**src/rtl/cordic_pkg.sv**
```systemverilog
`default_nettype none
// ============================================================================
// Module   : cordic_pkg
// Brief    : Shared state encoding and mode/direction constants for the
//            CORDIC sequencer.
// Revision : 1.0 - initial release
// ============================================================================
package cordic_pkg;

    typedef enum logic [1:0] {
        IDLE = 2'd0,
        LOAD = 2'd1,
        ITER = 2'd2,
        DONE = 2'd3
    } cordic_state_t;

    localparam logic MODE_ROT = 1'b0;
    localparam logic MODE_VEC = 1'b1;

    // DIR_NEG selects d_i = -1: x += y>>i, y -= x>>i, z += atan_i
    localparam logic DIR_POS = 1'b0;
    localparam logic DIR_NEG = 1'b1;

endpackage
`default_nettype wire

```
**src/rtl/cordic_iter_cnt.sv**
```systemverilog
`default_nettype none
// ============================================================================
// Module   : cordic_iter_cnt
// Brief    : Iteration index counter with clear, enable and a terminal-count
//            flag at NUM_ITER-1.
// Revision : 1.0 - initial release
// ============================================================================
module cordic_iter_cnt #(
    parameter  int NUM_ITER = 12,
    localparam int CNT_W    = $clog2(NUM_ITER)
) (
    input  logic             clk,
    input  logic             rst,
    input  logic             i_clr,
    input  logic             i_en,
    output logic [CNT_W-1:0] o_cnt,
    output logic             o_tc
);

    localparam logic [CNT_W-1:0] c_last = CNT_W'(NUM_ITER - 1);

    logic [CNT_W-1:0] r_cnt;

    // Clear has priority so the index returns to zero on the terminal cycle.
    always_ff @(posedge clk or posedge rst) begin
        if (rst) begin
            r_cnt <= '0;
        end else if (i_clr) begin
            r_cnt <= '0;
        end else if (i_en) begin
            r_cnt <= r_cnt + CNT_W'(1);
        end
    end

    assign o_cnt = r_cnt;
    assign o_tc  = (r_cnt == c_last);

endmodule
`default_nettype wire

```
**src/rtl/cordic_seq_ctrl.sv**
```systemverilog
`default_nettype none
// ============================================================================
// Module   : cordic_seq_ctrl
// Brief    : Sequencer for the iterative CORDIC datapath: load, NUM_ITER
//            micro-rotations with direction decode, then a done pulse.
// Revision : 1.0 - initial release
// ============================================================================
module cordic_seq_ctrl
    import cordic_pkg::*;
#(
    parameter  int BIT_WIDTH = 16,
    parameter  int NUM_ITER  = 12,
    localparam int CNT_W     = $clog2(NUM_ITER)
) (
    input  logic             clk,
    input  logic             rst_in,
    input  logic             start_in,
    input  logic             mode_in,
    input  logic             z_sign_in,
    input  logic             y_sign_in,
    output logic             busy_out,
    output logic             load_out,
    output logic             en_out,
    output logic [CNT_W-1:0] iter_out,
    output logic             dir_out,
    output logic             done_out,
    output logic             result_valid_out
);

    generate
        if (NUM_ITER < 2 || NUM_ITER > BIT_WIDTH) begin : g_bad_num_iter
            $error("cordic_seq_ctrl: NUM_ITER must lie in 2..BIT_WIDTH");
        end
    endgenerate

    cordic_state_t    r_state;
    cordic_state_t    w_state_nxt;
    logic             r_mode;
    logic             r_result_valid;
    logic             w_in_iter;
    logic             w_accept;
    logic             w_cnt_clr;
    logic             w_cnt_tc;
    logic [CNT_W-1:0] w_cnt;

    assign w_in_iter = (r_state == ITER);
    assign w_accept  = (r_state == IDLE) && start_in;
    // The index only advances inside ITER and is parked at zero elsewhere.
    assign w_cnt_clr = ~w_in_iter | w_cnt_tc;

    cordic_iter_cnt #(
        .NUM_ITER (NUM_ITER)
    ) u_iter_cnt (
        .clk   (clk),
        .rst   (rst_in),
        .i_clr (w_cnt_clr),
        .i_en  (w_in_iter),
        .o_cnt (w_cnt),
        .o_tc  (w_cnt_tc)
    );

    always_ff @(posedge clk or posedge rst_in) begin
        if (rst_in) begin
            r_state <= IDLE;
        end else begin
            r_state <= w_state_nxt;
        end
    end

    always_ff @(posedge clk or posedge rst_in) begin
        if (rst_in) begin
            r_mode         <= MODE_ROT;
            r_result_valid <= 1'b0;
        end else if (w_accept) begin
            r_mode         <= mode_in;
            r_result_valid <= 1'b0;
        end else if (r_state == DONE) begin
            r_result_valid <= 1'b1;
        end
    end

    always_comb begin
        w_state_nxt = r_state;
        busy_out    = 1'b0;
        load_out    = 1'b0;
        en_out      = 1'b0;
        done_out    = 1'b0;
        dir_out     = DIR_POS;
        case (r_state)
            IDLE: begin
                if (start_in) begin
                    w_state_nxt = LOAD;
                end
            end
            LOAD: begin
                busy_out    = 1'b1;
                load_out    = 1'b1;
                en_out      = 1'b1;
                w_state_nxt = ITER;
            end
            ITER: begin
                busy_out = 1'b1;
                en_out   = 1'b1;
                // Vectoring drives y toward zero; rotation drives z toward zero.
                if (r_mode == MODE_VEC) begin
                    dir_out = y_sign_in ? DIR_POS : DIR_NEG;
                end else begin
                    dir_out = z_sign_in ? DIR_NEG : DIR_POS;
                end
                if (w_cnt_tc) begin
                    w_state_nxt = DONE;
                end
            end
            DONE: begin
                busy_out    = 1'b1;
                done_out    = 1'b1;
                w_state_nxt = IDLE;
            end
            default: begin
                w_state_nxt = IDLE;
            end
        endcase
    end

    assign iter_out         = w_cnt;
    assign result_valid_out = r_result_valid;

endmodule
`default_nettype wire

```
**config.mk**
```make
export PLATFORM = sky130hd
export DESIGN_NAME = cordic_seq_ctrl
export DESIGN_NICKNAME = d
export VERILOG_FILES = /design/src/rtl/cordic_pkg.sv /design/src/rtl/cordic_iter_cnt.sv /design/src/rtl/cordic_seq_ctrl.sv
export SDC_FILE = /design/constraint.sdc
export NUM_CORES = 1
export LEC_CHECK = 0
export BUFFER_PORTS_ARGS = -buffer_cell sky130_fd_sc_hd__buf_2
export CORE_AREA = 4 4 41 43
export CTS_CLUSTER_DIAMETER = 50
export DETAILED_ROUTE_END_ITERATION = 6
export DIE_AREA = 0 0 45 47
export GPL_TIMING_DRIVEN = 0
export PLACE_DENSITY = 0.58
export SETUP_SLACK_MARGIN = 0.05
export SLEW_MARGIN = 40
export SYNTH_ARGS = -nofsm -noshare
export SYNTH_HDL_FRONTEND = slang
export SYNTH_HIERARCHICAL = 1
export SYNTH_SLANG_ARGS = --single-unit
```
**constraint.sdc**
```tcl
create_clock -name clk -period 1.63 [get_ports clk]
set_clock_uncertainty 0.1 [all_clocks]
set_input_delay 0.326 -clock clk [delete_from_list [all_inputs] [get_ports clk]]
set_output_delay 0.326 -clock clk [all_outputs]
set_load 0.01 [all_outputs]
```
==> Word level (Yosys, flattened, before mapping) <==
Index checks and enable logic that the tools add are counted.
{ "op_classes": {"add_sub_neg": 1, "muxes": 15, "bitwise_logic": 2, "n_eq_ne": 6, "n_reduce_logical": 7} }
{ "op_table": {"columns": ["op", "n"], "rows": [
  ["$mux 1", 10],
  ["$mux 4", 2],
  ["$pmux 2 s4", 1],
  ["$add 4x1->4 const B", 1],
  ["$eq 2x2->1 const B", 2],
  ["$eq 4x4->1 const B", 1],
  ["$mux 2", 2],
  ["$reduce_bool 2->1", 2],
  ["$reduce_or 3->1", 1],
  ["$eq 2x1->1 const B", 1],
  ["$logic_not 2->1", 1],
  ["$ne 2x1->1 const B", 1],
  ["$ne 2x2->1 const B", 1],
  ["$reduce_and 2->1", 1],
  ["$reduce_or 2->1", 1],
  ["$logic_and 1x1->1", 1],
  ["$not 1->1", 1],
  ["$or 1x1->1", 1]
]} }
{ "totals": {"output_inout_bits": 10, "elab_cells": 35, "reg_bits": 8, "inputBits": 6} }

==> Logic depth before layout (Yosys ltp) <==
Gate-level depths: netlist of run 1.
{ "depth": {"word_depth": 4, "depth_mapped": 6, "mapped_depth_nobuf": 6} }

==> Hierarchy <==
The synthesis of run 1 kept the hierarchy.
{ "modules_own_cells": {"columns": ["module", "instances", "area_per_inst_um2", "seq_area_each_um2", "cells_each"], "rows": [
  ["cordic_seq_ctrl", 1, 256.5, 100.1, 23],
  ["cordic_iter_cnt", 1, 203.9, 100.1, 19]
]} }

==> Least setup slack after synthesis of run 1 <==
OpenSTA, ideal clock, no wires.
{ "synth_timing": {"path_kind": "flip-flop to flip-flop", "startpoint": "register u_iter_cnt.r_cnt[0] (netlist: u_iter_cnt/o_cnt[0])", "endpoint": "register r_state[1]", "setup_ps": 125, "n_path_buf": 0, "setup_slack_ps": 14, "required_ps": 1405, "path_stages_with_launch": 7, "arrival_ps": 1391, "period_less_slack_ps": 1616, "cell_sequence": "dfrtp_1 -> ha_1 -> nand2_1 -> nor2_1 -> nand2b_1 -> o21a_1 -> mux2_4"} }
{ "synth_via": {"elab_chain_len": 3} }
{ "synth_rtl": {"columns": ["element", "line", "source"], "rows": [
  ["from (decl)", "cordic_iter_cnt.sv:22", "logic [CNT_W-1:0] r_cnt;"],
  ["from (signal assigned)", "cordic_iter_cnt.sv:31", "r_cnt <= r_cnt + CNT_W'(1);"],
  ["$eq 4x4->1", "cordic_iter_cnt.sv:36", "assign o_tc = (r_cnt == c_last);"],
  ["net w_cnt_tc", "cordic_seq_ctrl.sv:43", "logic w_cnt_tc;"],
  ["$ne 2x1->1 (no line)", null, null],
  ["$reduce_and 2->1 (no line)", null, null],
  ["to (signal assigned)", "cordic_seq_ctrl.sv:66", "r_state <= w_state_nxt;"],
  ["to (decl)", "cordic_seq_ctrl.sv:36", "cordic_state_t r_state;"]
]} }
The timed path passes the listed nets, and every way through them passes these cells.
A chain may end at the register's enable or synchronous reset.

==> Worst setup path after layout of run 1 <==
{ "layout_timing": {"startpoint": "register r_state[0]", "endpoint": "output port load_out"} }
{ "layout_via": {"elab_chain_len": 2} }
{ "layout_rtl": {"columns": ["element", "line", "source"], "rows": [
  ["$eq 2x1->1", "cordic_seq_ctrl.sv:89", "case (r_state)"],
  ["$mux 1", "cordic_seq_ctrl.sv:89", null],
  ["to (decl)", "cordic_seq_ctrl.sv:22", "output logic load_out,"]
]} }
Every way passes these cells.

==> summary.md, run 1 <==
| Metric | Value |
|---|---|
| VDD IR max | about 1.0 mV |
| Worst hold slack | between 0.2 and 0.25 ns |
| Initial Util | 0.3538 |
| GR Overflow Total | 0 |
| Fin. max-slew vios | 0 |
| CP Cell Sequence | buf_4 > ha_1 > buf_2 |
| DRC | 0 |
| Skew-Pair Late Insertion Delay | approximately 0.25 ns |
| Global-route wire length before repair | about 1700 um |
| Gate Count Post-Synth | 42 |
| CP arrival | 1.20 ns |
| Antenna-violating nets left | 0 |
| Switching Fraction | 0.3748 |
| Hold WC Path Type | in -> reg |
| Layout cell share with drive strength beyond 1 | 0.5857 |
| Via-to-Cell Ratio | 4.718 |
| Setup crit start kind | flop |
| H-tree level count | 1 |
| # setup viols final | 0 |
| Die area | about 2100 um^2 |
| Critical path capture point type | output pin |
| Number of global-route vias before repair | between 300 and 400 |
| Slew @ Worst Pin | ~0.18 ns |
| Syn_area_per_cell | 10.96 um^2 |
| # rows | 13 |
| CP Class | reg -> out |
| Crit-path max cell delay | 0.45 ns |
| Slowest CP cell | dfrtp_2 |
| Area leader, netlist | dfrtp_1 |
| Combinational share of power | 0.651 |
| Post-DP Area | 561.8 um^2 |
| PwrDens | a little under 2000 nW/um^2 |
| Core Box Area | 1301 um^2 |
| Synthesized flop and latch total | 8 |
| Mapped Area | between 400 and 500 um^2 |
| Die H | ~47 um |
| Worst r2r src | r_state[0]$_DFFE_PP0P_ |
| Psw | 0.5367 mW |
| Top cell type's share of synthesized area | 0.4348 |
| 1st-iter DRT viols | 10 |
| Proportion of power drawn by the clock network | 0.103 |
| Largest net degree at the start of global routing | 6 |
| Status | complete, no violations |
| Final GP Congestion | 0.7148 |
| I/O pin cnt | 16 |
| Synth warnings | 6 |
| RSZ-0062 raised after global routing | yes |
| Initial antenna violation count | 0 |
| Slew HR | 0.8779 |
| Num CTS Buffers | 3 |
| CP max FO | 4 |
| Final Util | 0.5731 |
| Critical Path Start | r_state[0]$_DFFE_PP0P_ |
| Worst hold start | mode_in |
| Largest cells by area after synthesis | dfrtp_1 (43%), ha_1 (16%), mux2_4 (6.5%) |
| Hold Vio Cnt, Final | 0 |
| Flop pwr share | 0.246 |
| Max_cap viols | 0 |
| CP required | around 1.2 ns |
| Delay-heaviest family, CP | flip-flops |
| Most common cell after layout, fill and taps aside | buf_2 |
| Chip Width | between 40 and 50 um |
| Sum Neg Setup Slack | 0 ns |
| Power Total | roughly 1.4 mW |
| Max Root-Sink Buffers | 2 |
| Fin crit share | 0.9965 |
| Final net count | 84 |
| Sequential-to-total area share from yosys stat | 0.4348 |
| Via count | between 400 and 500 |
| Antenna diodes | 0 |
| TritonCTS clock tree | done |
| First-pass DRT Iterations | 3 |
| IO buf count | 15 |
| Synth cell types | 19 |
| Fillers | 114 |
| Clk root buf | clkbuf_4 |
| Final Critical Period | 1.624 ns |
| Sink Count | 8 |
| Final Cell Area | ~750 um^2 |
| WL/cell | 13.46 um |
| Overall Global Routing Usage | 0.1201 |
| Critical path buffers and inverters | 2 |
| Synth-to-layout area growth | 61.96% |
| HPWL after DPL | approximately 690 um |
| Max Fclk | between 600 and 700 MHz |
| CTS clk-pin slew, worst paths | 0.06 ns |
| Int Power | between 0.8 and 0.9 mW |
| Most frequent cells in the layout | buf_2 (12), buf_4 (7), dfrtp_1 (6) |
| Post-Route WL | 1144 um |
| P_leak | approximately 0.38 nW |
| Synth Net Count | 54 |
-- Yosys cell counts --
| library cell | count |
|---|---|
| dfrtp_1 | 8 |
| o32a_1 | 1 |
| o21a_1 | 2 |
| nor2_1 | 5 |
| o211a_1 | 1 |
| nor2b_1 | 1 |
| ha_1 | 6 |
| nand4_1 | 1 |
| mux2_2 | 1 |
| inv_1 | 4 |
| xnor2_1 | 1 |
| mux2i_1 | 1 |
| a21oi_1 | 1 |
| mux2_4 | 2 |
| inv_2 | 1 |
| nand3b_1 | 1 |
| nand2_1 | 3 |
| a21bo_2 | 1 |
| nand2b_1 | 1 |
-- kinds of logic after synthesis --
kind of cell | after synthesis | share of synthesized area
adders and majority gates | 6 | 0.1630
and+or+nand+nor | 12 | 0.1223
DFF | 8 | 0.4348
xor gates and xnor gates | 1 | 0.01903
buffers and inverters | 5 | 0.04074
muxes | 4 | 0.1114
AOI/OAI and AO/OA | 6 | 0.1087
-- power groups by stage --
stage                     registers [mW]  logic (mW)  clock network (mW)
after floorplan                    0.331       0.393                   0
after global placement             0.330       0.543                   0
after detailed placement           0.329       0.549                   0
after CTS                          0.324       0.730               0.155
after global routing               0.361        1.02               0.165
final                              0.352       0.932               0.148
-- through the flow --
step / worst slack [ns] / std cells
5_1_grt: -0.01684 / 85
3_5_place_dp: -0.08441 / 72
4_1_cts: 0.01836 / 84
6_report: 0.005648 / 85
3_3_place_gp: -0.1052 / 72
2_1_floorplan: 0.06828 / 42
-- area by class of cell --
cell class,instances,area [um^2],area share
Clock buffer,3,22.52,0.03020
Inverter,5,23.77,0.03188
Multi-Input combinational cell,29,299.0,0.4010
Sequential cell,8,202.7,0.2718
Tap cell,15,18.77,0.02517
Timing Repair Buffer,25,178.9,0.2399
-- worst reg2reg max path: stages (launching register included) --
cell and delay [ns]:
dfrtp_2 0.42, inv_4 0.07, ha_4 0.16, buf_4 0.16
nand2b_4 0.07, o21a_1 0.16, mux2_4 0.30
-- metal layers --
metal / GRT usage / vias to the layer above / part of all wire
li1: - / 199 / -
met5: 0 / - / 0
met1: 0.1300 / 187 / 0.37
met4: 0.07018 / 0 / 0.024
met3: 0.04598 / 4 / 0.059
met2: 0.2006 / 11 / 0.54
-- final timing paths --
kind	slack (ns)	cells after the start	to
worst min register to register	0.39	1	result_valid_out$_DFFE_PP0P_
worst min-delay path	0.21	2	r_mode$_DFFE_PP0P_
max in group asynchronous	0.83	3	r_state[1]$_DFFE_PP0P_
min in group asynchronous	0.41	3	u_iter_cnt/o_cnt[2]$_DFFE_PP0P_
worst max-delay path	0.006	3	load_out
worst max register to register	0.08	6	r_state[1]$_DFFE_PP0P_
-- state kept, by name (all words and copies together), names as in the netlist --
signal,flops
r_mode,1
result_valid_out,1
r_state,2
u_iter_cnt/o_cnt,4
-- timing repair --
item / 4_1_cts / 5_1_grt
resized for setup: 4 / 14
hold buffers: 1 / 0
setup endpoints to repair: 6 / 6
pin swaps: 0 / 2
setup buffers: 8 / 1
endpoints found under the hold margin: 8 / 0
(Power assumes the default switching activity.)
==> run 2: changes to the inputs <==
--- a/config.mk
+++ b/config.mk
@@ -16,5 +16,4 @@
 export SLEW_MARGIN = 40
 export SYNTH_ARGS = -nofsm -noshare
 export SYNTH_HDL_FRONTEND = slang
-export SYNTH_HIERARCHICAL = 1
 export SYNTH_SLANG_ARGS = --single-unit
==> run 2 against run 1 <==
Worst hold slack lost 0.0069 ns. Synthesized area shrank 0.27%. Largest cell class unchanged. Register-to-register slack gained 0.05 ns. Clock power is essentially flat. Via count shrank 9.7%. Sequential power shrank 3%. Setup slack gained 0.054 ns. Final area shrank 12%. Combinational power shrank 26%. Critical path depth grew 1. Flip-flop and latch count is the same. Critical endpoint is now dir_out.
==> summary.md, run 2 <==
| Metric | Value |
|---|---|
| Final Critical Period | between 1.5 and 2 ns |
| Most common flop cell mapped by yosys | dfrtp_1 |
| Global-route wire length before repair | between 1000 and 1500 um |
| PwrDens | around 1800 nW/um^2 |
| Max Fclk | about 640 MHz |
| Fin crit share | 0.9631 |
| Slew @ Worst Pin | just over 0.3 ns |
| Crit-path max cell delay | 0.39 ns |
| Skew-Pair Late Insertion Delay | roughly 0.25 ns |
| Synth-to-layout area growth | 43.05% |
| Initial antenna violation count | 0 |
| Most frequent cell after synthesis | dfrtp_1 |
| H-tree level count | 1 |
| WL/cell | ~12 um |
| Post-synth EDFFs | 0 |
| Area leader, netlist | dfrtp_1 |
| Max reg flops | 4 |
| Die area | 2115 um^2 |
| Synthesized flop and latch total | 8 |
| CP arrival | between 1 and 1.5 ns |
| Final net count | 76 |
| Largest net degree at the start of global routing | 9 |
| Clk root buf | clkbuf_4 |
| First-pass DRT Iterations | 2 |
| Via-to-Cell Ratio | ~4.7 |
| Placed cell count | 69 |
| Hold WC Path Type | in -> reg |
| Slowest CP cell | dfrtp_1 |
| Max Root-Sink Buffers | 2 |
| Gate Count Post-Synth | 39 |
| TritonCTS clock tree | done |
| Layout cell share with drive strength beyond 1 | 0.5645 |
| DRC | 0 |
| Most common cell after layout, fill and taps aside | buf_2 |
| Async S/R FF share, synth | 1.000 |
| Mapped Area | between 400 and 500 um^2 |
| RSZ-0062 raised after global routing | yes |
| Antenna diodes | 0 |
| Sink Count | 8 |
| HPWL after DPL | roughly 670 um |
| Antenna-violating nets left | 0 |
| IO buf count | 15 |
| Fin. max-slew vios | 0 |
| I/O pin cnt | 16 |
| Slew HR | 0.7929 |
| Setup crit start kind | flop |
| P_leak | approximately 0.38 nW |
| Largest cells by area after synthesis | dfrtp_1 (44%), ha_1 (16%), nor3b_1 (4.9%) |
| Synth warnings | 0 |
| # rows | 13 |
| VDD IR max | 0.9920 mV |
| Max_cap viols | 0 |
| Hold Vio Cnt, Final | 0 |
| Initial Util | 0.3529 |
| Commonest cells post-synth | dfrtp_1 (8), ha_1 (6), inv_1 (4), nand2_1 (4), nor3b_1 (3) |
| Core Box Area | 1301 um^2 |
| CP max FO | 3 |
| Most frequent cells in the layout | buf_2 (13), dfrtp_1 (7), nand2_1 (4), buf_4 (4) |
| CP required | between 1 and 1.5 ns |
| Synth cell types | 16 |
| CP Cell Sequence | inv_2 > ha_4 > o211a_1 > buf_2 |
| Number of global-route vias before repair | approximately 330 |
| Final GP Congestion | slightly above 0.6 |
| Status | complete, no violations |
| Top cell type's share of synthesized area | 0.4360 |
| GR Overflow Total | 0 |
| Chip Width | between 40 and 50 um |
| Fin cells | slightly below 80 |
| Die H | 47 um |
| Critical path capture point type | output pin |
| 1st-iter DRT viols | 3 |
| Num CTS Buffers | 3 |
| Worst hold slack | roughly 0.2 ns |
| Overall Global Routing Usage | 0.1001 |
| CP Class | reg -> out |
| Synth Net Count | 51 |
| Via count | ~360 |
| # setup viols final | 0 |
| Post-Route WL | 948 um |
| CTS clk-pin slew, worst paths | 0.06 ns |
| Sequential-to-total area share from yosys stat | 0.4360 |
| Syn_area_per_cell | about 12 um^2 |
[run 2: worst max-delay path: cells and delay by family, from the launching register on]
kind	cells	cell delay, ns
adder cells (fa/ha/maj)	1	0.15
flip-flops	1	0.39
AO/OA/AOI/OAI	1	0.12
buffers and inverters	2	0.24
[run 2: power by group]
| part | total, mW | internal [mW] | switching [mW] |
|---|---|---|---|
| registers | 0.341 | 0.275 | 0.0659 |
| logic | 0.689 | 0.388 | 0.301 |
| clock network | 0.150 | 0.0842 | 0.0660 |
| total | 1.18 | 0.747 | 0.433 |
[run 2: logic make-up after synthesis]
family / Yosys count / share of synthesized area
AND/OR/NAND/NOR: 13 / 0.1934
buffers and inverters: 4 / 0.03269
flip-flops: 8 / 0.4360
multiplexers: 2 / 0.05721
adder cells (fa/ha/maj): 6 / 0.1635
AO/OA/AOI/OAI: 6 / 0.1172
[run 2: through the flow]
| step | setup WS, ns | utilization | cell area [um^2] | power [mW] | setup TNS (ns) |
|---|---|---|---|---|---|
| after floorplan | 0.1777 | - | 459.2 | 0.6796 | 0 |
| after global placement | 0.05008 | 0.4250 | 553.0 | 0.8307 | 0 |
| after detailed placement | 0.04121 | 0.4250 | 553.0 | 0.8354 | 0 |
| after CTS | 0.03359 | 0.4779 | 621.8 | 1.082 | 0 |
| after global routing | -0.0006914 | 0.5048 | 656.9 | 1.278 | -0.0006914 |
| final | 0.06013 | 0.5048 | 656.9 | 1.180 | 0 |
[run 2: repair_timing]
action | in CTS | in global routing
resized for setup | 5 | 4
endpoints found under the setup margin | 3 | 5
setup buffers | 3 | 1
hold endpoints to repair | 8 | 0
pin swaps | 0 | 1
hold buffers | 1 | 0
[run 2: cell type report]
| cell class | count | area (um^2) |
|---|---|---|
| Multi-Input combinational cell | 27 | 271.5 |
| Tap cell | 15 | 18.77 |
| Inverter | 4 | 15.01 |
| Timing Repair Buffer | 20 | 127.6 |
| Clock buffer | 3 | 22.52 |
| Sequential cell | 8 | 201.4 |
| Fill cell | 131 | 644.4 |
[run 2: routing by layer]
layer  part of all wire  vias to the layer above  global-route usage
met3              0.083                        0             0.04981
met5                  0                        -                   0
li1                   -                      179                   -
met4                  0                        0             0.03509
met2               0.51                       13              0.1441
met1               0.41                      170              0.1300
[run 2: path summary, 6_finish.rpt]
kind | depth (start not counted) | slack (ns) | endpoint | startpoint
max | 4 | 0.06 | dir_out | r_state[0]$_DFFE_PP0P_
min | 2 | 0.21 | r_mode$_DFFE_PP0P_ | mode_in
max reg2reg | 5 | 0.13 | r_state[1]$_DFFE_PP0P_ | r_state[1]$_DFFE_PP0P_
min reg2reg | 1 | 0.37 | u_iter_cnt.o_cnt[0]$_DFFE_PP0P_ | u_iter_cnt.o_cnt[0]$_DFFE_PP0P_
max in group asynchronous | 3 | 0.71 | r_state[1]$_DFFE_PP0P_ | rst_in
min in group asynchronous | 3 | 0.47 | u_iter_cnt.o_cnt[2]$_DFFE_PP0P_ | rst_in
